$ cat config.mk
export PLATFORM = sky130hd
export DESIGN_NAME = result_write_arbiter_flat
export DESIGN_NICKNAME = d
export VERILOG_FILES = /design/src/rtl/result_write_arbiter_pkg.sv /design/src/rtl/result_write_arbiter_if.sv /design/src/rtl/result_write_arbiter_rr_priority_picker.sv /design/src/rtl/result_write_arbiter.sv /design/src/flat_wrapper.sv
export SDC_FILE = /design/constraint.sdc
export NUM_CORES = 1
export LEC_CHECK = 0
export CAP_MARGIN = 20
export CORE_UTILIZATION = 40
export CTS_CLUSTER_SIZE = 40
export DETAILED_ROUTE_END_ITERATION = 7
export PLACE_DENSITY = 0.76
export SLEW_MARGIN = 15
export SYNTH_ARGS = -nofsm -noshare
export SYNTH_HDL_FRONTEND = slang
export SYNTH_SLANG_ARGS = --single-unit
$ cat constraint.sdc
create_clock -name clock -period 6.1 [get_ports clock]
set_input_delay 0.915 -clock clock [delete_from_list [all_inputs] [get_ports clock]]
set_output_delay 0.915 -clock clock [all_outputs]
set_load 0.03 [all_outputs]
$ cat src/rtl/result_write_arbiter_pkg.sv
// Shared sizing for the adaptive-threshold result path: lane count, coordinate
// widths and frame size, plus the wrap-around lane arithmetic used by arbiters.
package result_write_arbiter_pkg;

  localparam int unsigned NUM_PARALLEL      = 7;
  localparam int unsigned NUM_PARALLEL_BITS = 3;
  localparam int unsigned WIDTH_BITS        = 8;
  localparam int unsigned HEIGHT_BITS       = 8;
  localparam int unsigned COUNT_BITS        = WIDTH_BITS + HEIGHT_BITS + 1;
  localparam int unsigned FRAME_PIXELS      = 32'(1) << (WIDTH_BITS + HEIGHT_BITS);

  // (base + offset) mod NUM_PARALLEL, valid for base, offset < NUM_PARALLEL
  function automatic logic [NUM_PARALLEL_BITS-1:0] lane_add(
    input logic [NUM_PARALLEL_BITS-1:0] base,
    input int unsigned                  offset
  );
    int unsigned sum;
    sum = 32'(base) + offset;
    if (sum >= NUM_PARALLEL) sum = sum - NUM_PARALLEL;
    return NUM_PARALLEL_BITS'(sum);
  endfunction

endpackage

$ cat src/rtl/result_write_arbiter_if.sv
// Result request bundle between the box_filter lanes (master) and the
// write arbiter (slave).
interface result_write_arbiter_if;
  import result_write_arbiter_pkg::*;

  logic [NUM_PARALLEL-1:0]             iReqValid;
  logic [NUM_PARALLEL*WIDTH_BITS-1:0]  iReqCol;
  logic [NUM_PARALLEL*HEIGHT_BITS-1:0] iReqRow;
  logic [NUM_PARALLEL-1:0]             iReqData;
  logic [NUM_PARALLEL-1:0]             oReqReady;

  modport master (
    output iReqValid, iReqCol, iReqRow, iReqData,
    input  oReqReady
  );

  modport slave (
    input  iReqValid, iReqCol, iReqRow, iReqData,
    output oReqReady
  );

endinterface

$ cat src/rtl/result_write_arbiter_rr_priority_picker.sv
// Combinational round-robin picker: first valid lane at or after ptr, wrapping.
// Shared with the input_rom_reader port sharing.
module result_write_arbiter_rr_priority_picker
  import result_write_arbiter_pkg::*;
(
  input  logic [NUM_PARALLEL-1:0]      valid,
  input  logic [NUM_PARALLEL_BITS-1:0] ptr,
  output logic [NUM_PARALLEL-1:0]      grant_c,
  output logic [NUM_PARALLEL_BITS-1:0] winner_c,
  output logic                         any_c
);

  logic                         found;
  logic [NUM_PARALLEL_BITS-1:0] idx;

  always_comb begin
    found    = 1'b0;
    idx      = '0;
    winner_c = '0;
    grant_c  = '0;
    for (int unsigned k = 0; k < NUM_PARALLEL; k++) begin
      idx = lane_add(ptr, k);
      if (!found && valid[idx]) begin
        found    = 1'b1;
        winner_c = idx;
      end
    end
    if (found) grant_c = NUM_PARALLEL'(1) << winner_c;
    any_c = found;
  end

endmodule

$ cat src/rtl/result_write_arbiter.sv
// Round-robin arbiter sharing the single pixel write port among the box_filter
// result lanes; registers the written pixel and counts pixels per frame.
module result_write_arbiter
  import result_write_arbiter_pkg::*;
(
  input  logic                   clock,
  input  logic                   not_reset,
  input  logic                   iClear,
  result_write_arbiter_if.slave  req,
  output logic [HEIGHT_BITS-1:0] oX,
  output logic [WIDTH_BITS-1:0]  oY,
  output logic [2:0]             oR,
  output logic [2:0]             oG,
  output logic [2:0]             oB,
  output logic                   oWren,
  output logic [COUNT_BITS-1:0]  oWriteCount,
  output logic                   oAllWritten
);

  localparam logic [COUNT_BITS-1:0] FRAME_COUNT = COUNT_BITS'(FRAME_PIXELS);

  logic [NUM_PARALLEL_BITS-1:0] ptr;
  logic [NUM_PARALLEL_BITS-1:0] ptr_nxt_c;
  logic [NUM_PARALLEL_BITS-1:0] winner_c;
  logic [NUM_PARALLEL-1:0]      grant_c;
  logic                         any_c;
  logic                         transfer_c;
  logic [COUNT_BITS-1:0]        count_nxt_c;
  logic [WIDTH_BITS-1:0]        sel_col_c;
  logic [HEIGHT_BITS-1:0]       sel_row_c;
  logic                         sel_data_c;

  result_write_arbiter_rr_priority_picker u_picker (
    .valid    (req.iReqValid),
    .ptr      (ptr),
    .grant_c  (grant_c),
    .winner_c (winner_c),
    .any_c    (any_c)
  );

  // Clear suppresses the grant so no lane believes its result was taken
  assign req.oReqReady = iClear ? '0 : grant_c;
  assign transfer_c    = any_c & ~iClear;
  assign ptr_nxt_c     = lane_add(winner_c, 1);

  assign sel_col_c  = req.iReqCol[winner_c * WIDTH_BITS +: WIDTH_BITS];
  assign sel_row_c  = req.iReqRow[winner_c * HEIGHT_BITS +: HEIGHT_BITS];
  assign sel_data_c = req.iReqData[winner_c];

  // Count saturates at one full frame
  assign count_nxt_c = (oWriteCount == FRAME_COUNT) ? oWriteCount
                                                    : oWriteCount + COUNT_BITS'(1);

  always_ff @(posedge clock or negedge not_reset) begin
    if (!not_reset) begin
      ptr         <= '0;
      oX          <= '0;
      oY          <= '0;
      oR          <= '0;
      oG          <= '0;
      oB          <= '0;
      oWren       <= 1'b0;
      oWriteCount <= '0;
      oAllWritten <= 1'b0;
    end else if (iClear) begin
      ptr         <= '0;
      oWren       <= 1'b0;
      oWriteCount <= '0;
      oAllWritten <= 1'b0;
    end else if (transfer_c) begin
      ptr         <= ptr_nxt_c;
      oX          <= sel_row_c;
      oY          <= sel_col_c;
      oR          <= {3{sel_data_c}};
      oG          <= {3{sel_data_c}};
      oB          <= {3{sel_data_c}};
      oWren       <= 1'b1;
      oWriteCount <= count_nxt_c;
      oAllWritten <= (count_nxt_c == FRAME_COUNT);
    end else begin
      oWren       <= 1'b0;
    end
  end

endmodule
$ cat src/flat_wrapper.sv
// flat-port wrapper written by rule: the top's interface ports become plain ports
module result_write_arbiter_flat import result_write_arbiter_pkg::*;
  (clock, not_reset, iClear, oX, oY, oR, oG, oB, oWren, oWriteCount, oAllWritten, req_iReqValid, req_iReqCol, req_iReqRow, req_iReqData, req_oReqReady);
  result_write_arbiter_if req_i ();
  input  logic clock;
  input  logic not_reset;
  input  logic iClear;
  output logic [HEIGHT_BITS-1:0] oX;
  output logic [WIDTH_BITS-1:0] oY;
  output logic [2:0] oR;
  output logic [2:0] oG;
  output logic [2:0] oB;
  output logic oWren;
  output logic [COUNT_BITS-1:0] oWriteCount;
  output logic oAllWritten;
  input wire logic [$bits(req_i.iReqValid)-1:0] req_iReqValid;
  input wire logic [$bits(req_i.iReqCol)-1:0] req_iReqCol;
  input wire logic [$bits(req_i.iReqRow)-1:0] req_iReqRow;
  input wire logic [$bits(req_i.iReqData)-1:0] req_iReqData;
  output wire logic [$bits(req_i.oReqReady)-1:0] req_oReqReady;
  assign req_i.iReqValid = req_iReqValid;
  assign req_i.iReqCol = req_iReqCol;
  assign req_i.iReqRow = req_iReqRow;
  assign req_i.iReqData = req_iReqData;
  assign req_oReqReady = req_i.oReqReady;
  result_write_arbiter u_core (.clock(clock), .not_reset(not_reset), .iClear(iClear), .req(req_i), .oX(oX), .oY(oY), .oR(oR), .oG(oG), .oB(oB), .oWren(oWren), .oWriteCount(oWriteCount), .oAllWritten(oAllWritten));
endmodule
**Word-level counts from Yosys, hierarchy flattened**

Index checks and enable logic that the tools add are counted.

- Register bits after elaboration: 39
- Input bits: 129
- Output and inout bits: 51

- $add $sub $neg: 16
- Magnitude comparators: 16
- Equality and inequality tests: 2
- Shift-type cells: 3
- Multiplexer cells: 49
- Bitwise gates (word level): 2
- Reduce and logical (&&, ||, !) cells: 14

Operators with widths:

| operator | count |
|---|---|
| $shiftx A56 B7 Y8 | 2 |
| $mux W17 | 3 |
| $mux W3 | 17 |
| $eq A17 B17 Y1 const B | 2 |
| $lt A3 B4 Y1 const B | 8 |
| $ge A4 B3 Y1 const B | 7 |
| $bmux W1 S3 | 8 |
| $sub A3 B3 Y3 const B | 8 |
| $mux W1 | 19 |
| $add A17 B1 Y17 const B | 1 |
| $mux W7 | 2 |
| $add A3 B3 Y4 const B | 3 |
| $add A3 B1 Y4 const B | 2 |
| $add A3 B2 Y4 const B | 2 |
| $shl A1 B3 Y7 const A | 1 |
| $logic_and A1 B1 Y1 | 6 |
| $logic_not A1 Y1 | 6 |
| $ge A3 B3 Y1 const B | 1 |
| $reduce_and A2 Y1 | 1 |
| $reduce_bool A2 Y1 | 1 |
| $and A1 B1 Y1 | 1 |
| $not A1 Y1 | 1 |

**Depth between registers and ports, before layout**

Gate-level depths: netlist of the first run.

- Depth after elaboration: 28
- Mapped depth: 21
- Gate-level depth less buffers: 19

**Modules after synthesis**

From an unflattened synthesis of the first run, not the netlist that was laid out.

- Cells, all modules: 570
- Area, all modules: 4,723.3 sq um

By module, submodules not included:

| module | times used | cells an instance | area an instance (sq um) | sequential area each (sq um) |
|---|---|---|---|---|
| result_write_arbiter | 1 | 345 | 3,069.2 | 975.9 |
| result_write_arbiter_rr_priority_picker | 1 | 225 | 1,654.1 | 0.0 |

**Worst setup path after synthesis of the first run**

Ideal clock, no wire load.

- Kind: flip-flop to output port
- Start point: register u_core.ptr[1]
- End point: output port req_oReqReady[0]
- Arrival time: 4.418 ns
- Data required time: 5.185 ns
- Path slack: 0.767 ns
- Stages on the path, launching flop included: 16
- Buffers on the path: 2
- Cell sequence: dfrtp_1 buf_2 inv_1 ha_1 inv_1 fa_1 or2_2 mux2i_1 a21oi_1 a21o_1 o211ai_1 nor4_1 o31ai_2 nor2_4 buf_2 nor4_1

- Longest elaborated chain between the ends: 26
- Elaborated cells on any way between the ends: 70

RTL lines:

| what | line | source |
|---|---|---|
| start: declaration | result_write_arbiter.sv:22 | `logic [NUM_PARALLEL_BITS-1:0] ptr;` |
| start signal: assignment | result_write_arbiter.sv:71 | `ptr <= ptr_nxt_c;` |
| parallel branches: the longest is 24 deep, another holds $add A3 B1 Y4 | - |  |
| $mux W7 * | result_write_arbiter_rr_priority_picker.sv:28 | `if (found) grant_c = NUM_PARALLEL'(1) << winner_c;` |
| $mux W7 * | result_write_arbiter.sv:42 | `assign req.oReqReady = iClear ? '0 : grant_c;` |
| end: declaration | flat_wrapper.sv:20 | `output wire logic [$bits(req_i.oReqReady)-1:0] req_oReqReady;` |

Every way passes the cells marked *. The select of a mux whose other input is x is not followed.

**Worst setup path in the final report of the first run**

- Start point: input port req_iReqValid[1]
- End point: output port req_oReqReady[4]

- Longest elaborated chain between the ends: 24
- Elaborated cells on any way between the ends: 43

RTL lines:

| what | line | source |
|---|---|---|
| start: declaration | flat_wrapper.sv:16 | `input wire logic [$bits(req_i.iReqValid)-1:0] req_iReqValid;` |
| $bmux W1 S3 | result_write_arbiter_rr_priority_picker.sv:23 | `if (!found && valid[idx]) begin` |
| $mux W1 (implied by the code) | result_write_arbiter_rr_priority_picker.sv:23 |  |
| $mux W1 | result_write_arbiter_rr_priority_picker.sv:23 |  |
| $logic_not A1 Y1 | result_write_arbiter_rr_priority_picker.sv:23 |  |
| $logic_and A1 B1 Y1 | result_write_arbiter_rr_priority_picker.sv:23 |  |
| $mux W1 | result_write_arbiter_rr_priority_picker.sv:23 |  |
| $logic_not A1 Y1 | result_write_arbiter_rr_priority_picker.sv:23 |  |
| $logic_and A1 B1 Y1 | result_write_arbiter_rr_priority_picker.sv:23 |  |
| [... 8 more ...] | - |  |
| $logic_and A1 B1 Y1 | result_write_arbiter_rr_priority_picker.sv:23 |  |
| $mux W1 | result_write_arbiter_rr_priority_picker.sv:23 |  |
| $logic_not A1 Y1 | result_write_arbiter_rr_priority_picker.sv:23 |  |
| $logic_and A1 B1 Y1 | result_write_arbiter_rr_priority_picker.sv:23 |  |
| $mux W3 | result_write_arbiter_rr_priority_picker.sv:23 |  |
| $shl A1 B3 Y7 | result_write_arbiter_rr_priority_picker.sv:28 |  |
| $mux W7 * | result_write_arbiter_rr_priority_picker.sv:28 |  |
| $mux W7 * | result_write_arbiter.sv:42 |  |

Every way passes the cells marked *; elsewhere a longest branch is shown, timed or not. The select of a mux whose other input is x is not followed.

==> flow_summary.ini, run 1 <==
[status]
outcome = complete, no violations

[cts]
worst_skew_pair.late_latency_ns = 0.29
clock-sinks = 39
cts_tree = built
postCtsHoldBufs = 0
clk_pin_slew_ns = 0.06
clockRootBuffer = clkbuf_16
h-tree-depth = 2
cts_setup_buffers = 0
max-clock-path-buffers = 2
cts_buffers = 5

[place]
port_buffers = 179
place_congestion = 0.948
place_ws_ns = 0.357
dp_hpwl_um = 12900

[layout]
ff_latch_area_sq_um = 976
postLayoutCoreUtil = 0.578
fillers = 1105
drive_gt1_frac = 0.104
multiInputGateArea_sq_um = 3630
fin_nets = 879
area_delta_synth_final_pct = 39.6
diodes = 0

[floorplan]
core_area_sq_um = 12200
die_area_sq_um = 13000
io_pins = 180
start_util = 0.414
die_h_um = 114
die_w_um = 114
num_rows = 40

[drt]
finalWirelength_um = 16600
antenna_left = 0
drt_pass1_iterations = 6
wire_per_inst_um = 18.4
drc = 0
initialDrtViolationCount = 403
vias = 5241
viasPerCell = 5.82

[sta]
max_freq_ghz = 0.172
slew_violations = 0
period_minus_slack_ns = 5.82
worst_pin_slew_ns = 0.895
period_share = 0.954
finClkSkew_ns = 0.00711
rsz0062_at_grt = false
setup_slack_ns = 0.279
hold_viol_final = 0
setup_viol_count_final = 0
fin_tns_setup_ns = 0
maxSlewHeadroom = 0.403

[global_routing]
grt_pass1_wl_um = 25900
grt-ovfl-total = 0
grt_pass1_vias = 5006
grt_max_degree = 56
grt_antenna_before_repair = 0
grt_util_all_layers = 0.249

[worst_setup_path]
r2r_slack_ns = 1.09
end_kind = primary output
slowest_stage = clkdlybuf4s50_1
crit_top_cell = clkdlybuf4s50_1
path_buf_inv = 3
worstPathRequired_ns = 5.18
reg2reg_depth = 16
crit_path_start_kind = input port
crit_chain = clkdlybuf4s50_1 -> o21ai_1 -> and3_1 -> o31ai_1 -> a21oi_1 -> o211ai_1 -> nor4_1 -> o31ai_2 -> nor2_4 -> buf_4 -> nor3_1 -> clkdlybuf4s50_1
max_stage_delay_ns = 0.82
worstPathArrival_ns = 4.91
r2r-end = u_core.oY[4]
cp_num_cells = 12
reg2reg_from = u_core.ptr[0]
critPathTopFamily = buffers and inverters
crit_fanout = 15
path_class = in2out

[worst_hold_path]
hold-path-endpoint = u_core.oAllWritten
hold_depth = 2
hold_path.startpoint = u_core.oAllWritten
hp-class = reg2reg

[logic_synthesis]
synth-seq-cells = 39
synthDistinctLibCells = 88
ys_seq_area_frac = 0.194
yosysWarnings = 0
syn_inst = 585
synth_edf_count = 0
async_flop_share = 1.00
netlist_area_sq_um = 5030
synth_nets = 733
avgSynthCellArea_sq_um = 8.61
synthFlopType = dfrtp_1

[power_and_ir_drop]
finalPower_uw = 4790
power_density_nw_per_um2 = 681
irDropWorstVdd_uv = 610
power_leakage_uw = 0.00293

[run]
drv_cap = 0
[cells by family (layout without fill, tap and decap cells)]
group,after synthesis,in the layout,synth area share
AO/OA/AOI/OAI,157,157,0.249
XOR/XNOR,24,24,0.0417
adder cells (fa/ha/maj),19,19,0.0487
buffers and inverters,79,226,0.0862
flip-flops,39,39,0.194
multiplexers,90,90,0.182
AND/OR/NAND/NOR,177,177,0.199
[cell type report]
| class | instances | share of cell area |
|---|---|---|
| Tap cell | 168 | 0.0299 |
| Timing Repair Buffer | 198 | 0.277 |
| Inverter | 20 | 0.0107 |
| Sequential cell | 39 | 0.139 |
| Clock inverter | 3 | 0.00961 |
| Clock buffer | 5 | 0.0178 |
| Multi-Input combinational cell | 467 | 0.516 |
[through the flow]
stage,instance area (sq um),std cells,hold WS (ns)
3_3_place_gp,6830,891,0.521
4_1_cts,7020,899,0.543
2_1_floorplan,5030,585,0.619
3_5_place_dp,6830,891,0.523
5_1_grt,7030,900,0.578
6_report,7030,900,0.547
[metal layers]
metal / up-vias / GRT usage / wire, um
li1: 2489 / - / -
met1: 2542 / 0.331 / 7180
met2: 187 / 0.421 / 8220
met3: 23 / 0.0376 / 868
met4: 0 / 0.0675 / 273
met5: - / 0 / 0
[worst reg2reg max path: stages, from the launching register on]
cell      delay, ns
dfrtp_1        0.40
ha_1           0.23
inv_1          0.08
ha_1           0.40
nand2b_1       0.26
a21oi_1        0.31
xnor2_1        0.19
a32oi_1        0.55
and2_0         0.29
buf_4          0.17
o22ai_1        0.11
o32ai_2        0.13
o31a_2         0.23
buf_4          0.65
mux2_2         0.45
a22o_1         0.19
a221o_1        0.26
[cells in the mapped netlist, drive strengths merged, types with 4 or more instances]
cell / number / share of area
a21oi: 18 / 0.019
mux2: 8 / 0.019
nor4b: 4 / 0.0070
buf: 38 / 0.056
nand2: 26 / 0.020
nand3: 14 / 0.014
xnor2: 8 / 0.014
a31oi: 6 / 0.0087
xor2: 16 / 0.028
o21ai: 14 / 0.014
nor3: 13 / 0.017
inv: 19 / 0.014
mux2i: 82 / 0.16
dfrtp: 39 / 0.19
and3: 9 / 0.011
nand3b: 4 / 0.0060
nand2b: 11 / 0.014
nor2: 37 / 0.029
o2bb2ai: 13 / 0.023
nand4: 8 / 0.0099
ha: 18 / 0.045
clkbuf: 21 / 0.016
o22ai: 9 / 0.011
or3: 6 / 0.0075
a22o: 5 / 0.0087
and2: 6 / 0.0075
o211ai: 4 / 0.0060
a221oi: 5 / 0.0099
o221a: 14 / 0.031
or2: 5 / 0.0062
nor4: 9 / 0.012
a21o: 10 / 0.015
a221o: 5 / 0.0099
nor3b: 8 / 0.012
nor2b: 9 / 0.011
a22oi: 15 / 0.022
a211oi: 9 / 0.015
[timing repair]
item,4_1_cts,5_1_grt
hold endpoints to repair,0,0
endpoints found under the setup margin,0,3
resized for setup,0,1
[worst max path at each step]
stage | from | endpoint | slack [ns]
2_1_floorplan | u_core.ptr[1] | req_oReqReady[0] | 0.77
3_3_place_gp | req_iReqValid[1] | req_oReqReady[4] | 0.46
3_5_place_dp | req_iReqValid[1] | req_oReqReady[4] | 0.36
4_1_cts | u_core.ptr[1] | req_oReqReady[1] | 0.28
5_1_grt | req_iReqValid[1] | req_oReqReady[4] | 0.03
6_report | req_iReqValid[1] | req_oReqReady[4] | 0.28
[flip-flops by register name, summed over array words and instances (netlist names)]
name / flops
u_core.oWriteCount: 17
u_core.oR: 1
u_core.oAllWritten: 1
u_core.oWren: 1
u_core.oY: 8
u_core.oX: 8
u_core.ptr: 3
[power breakdown]
part | total (uW) | internal, uW | switching (uW)
clock network | 345 | 234 | 110
logic | 4040 | 1780 | 2250
registers | 407 | 347 | 59.6
total | 4790 | 2360 | 2420
[layout by cell type (no fill, tap or decap), types with 9 or more instances in the layout]
cell type,n
nor3_1,10
nand3_1,14
nor2_1,36
dfrtp_1,39
clkdlybuf4s50_1,175
o22ai_1,9
and3_1,9
nand2_1,25
inv_1,16
a21oi_1,17
a22oi_1,15
ha_1,17
nand2b_1,11
o221a_2,14
mux2i_1,82
nor2b_1,9
a21o_1,10
buf_4,19
o21ai_0,11
xor2_1,16
o2bb2ai_1,13
No activity file was read; power rests on OpenSTA's default activity.
==> inputs of run 2 (changes only) <==
- CTS_CLUSTER_SIZE: 40 -> default
==> results of run 2 <==
No change in the layout: final DEF, timing and power equal those of run 1.
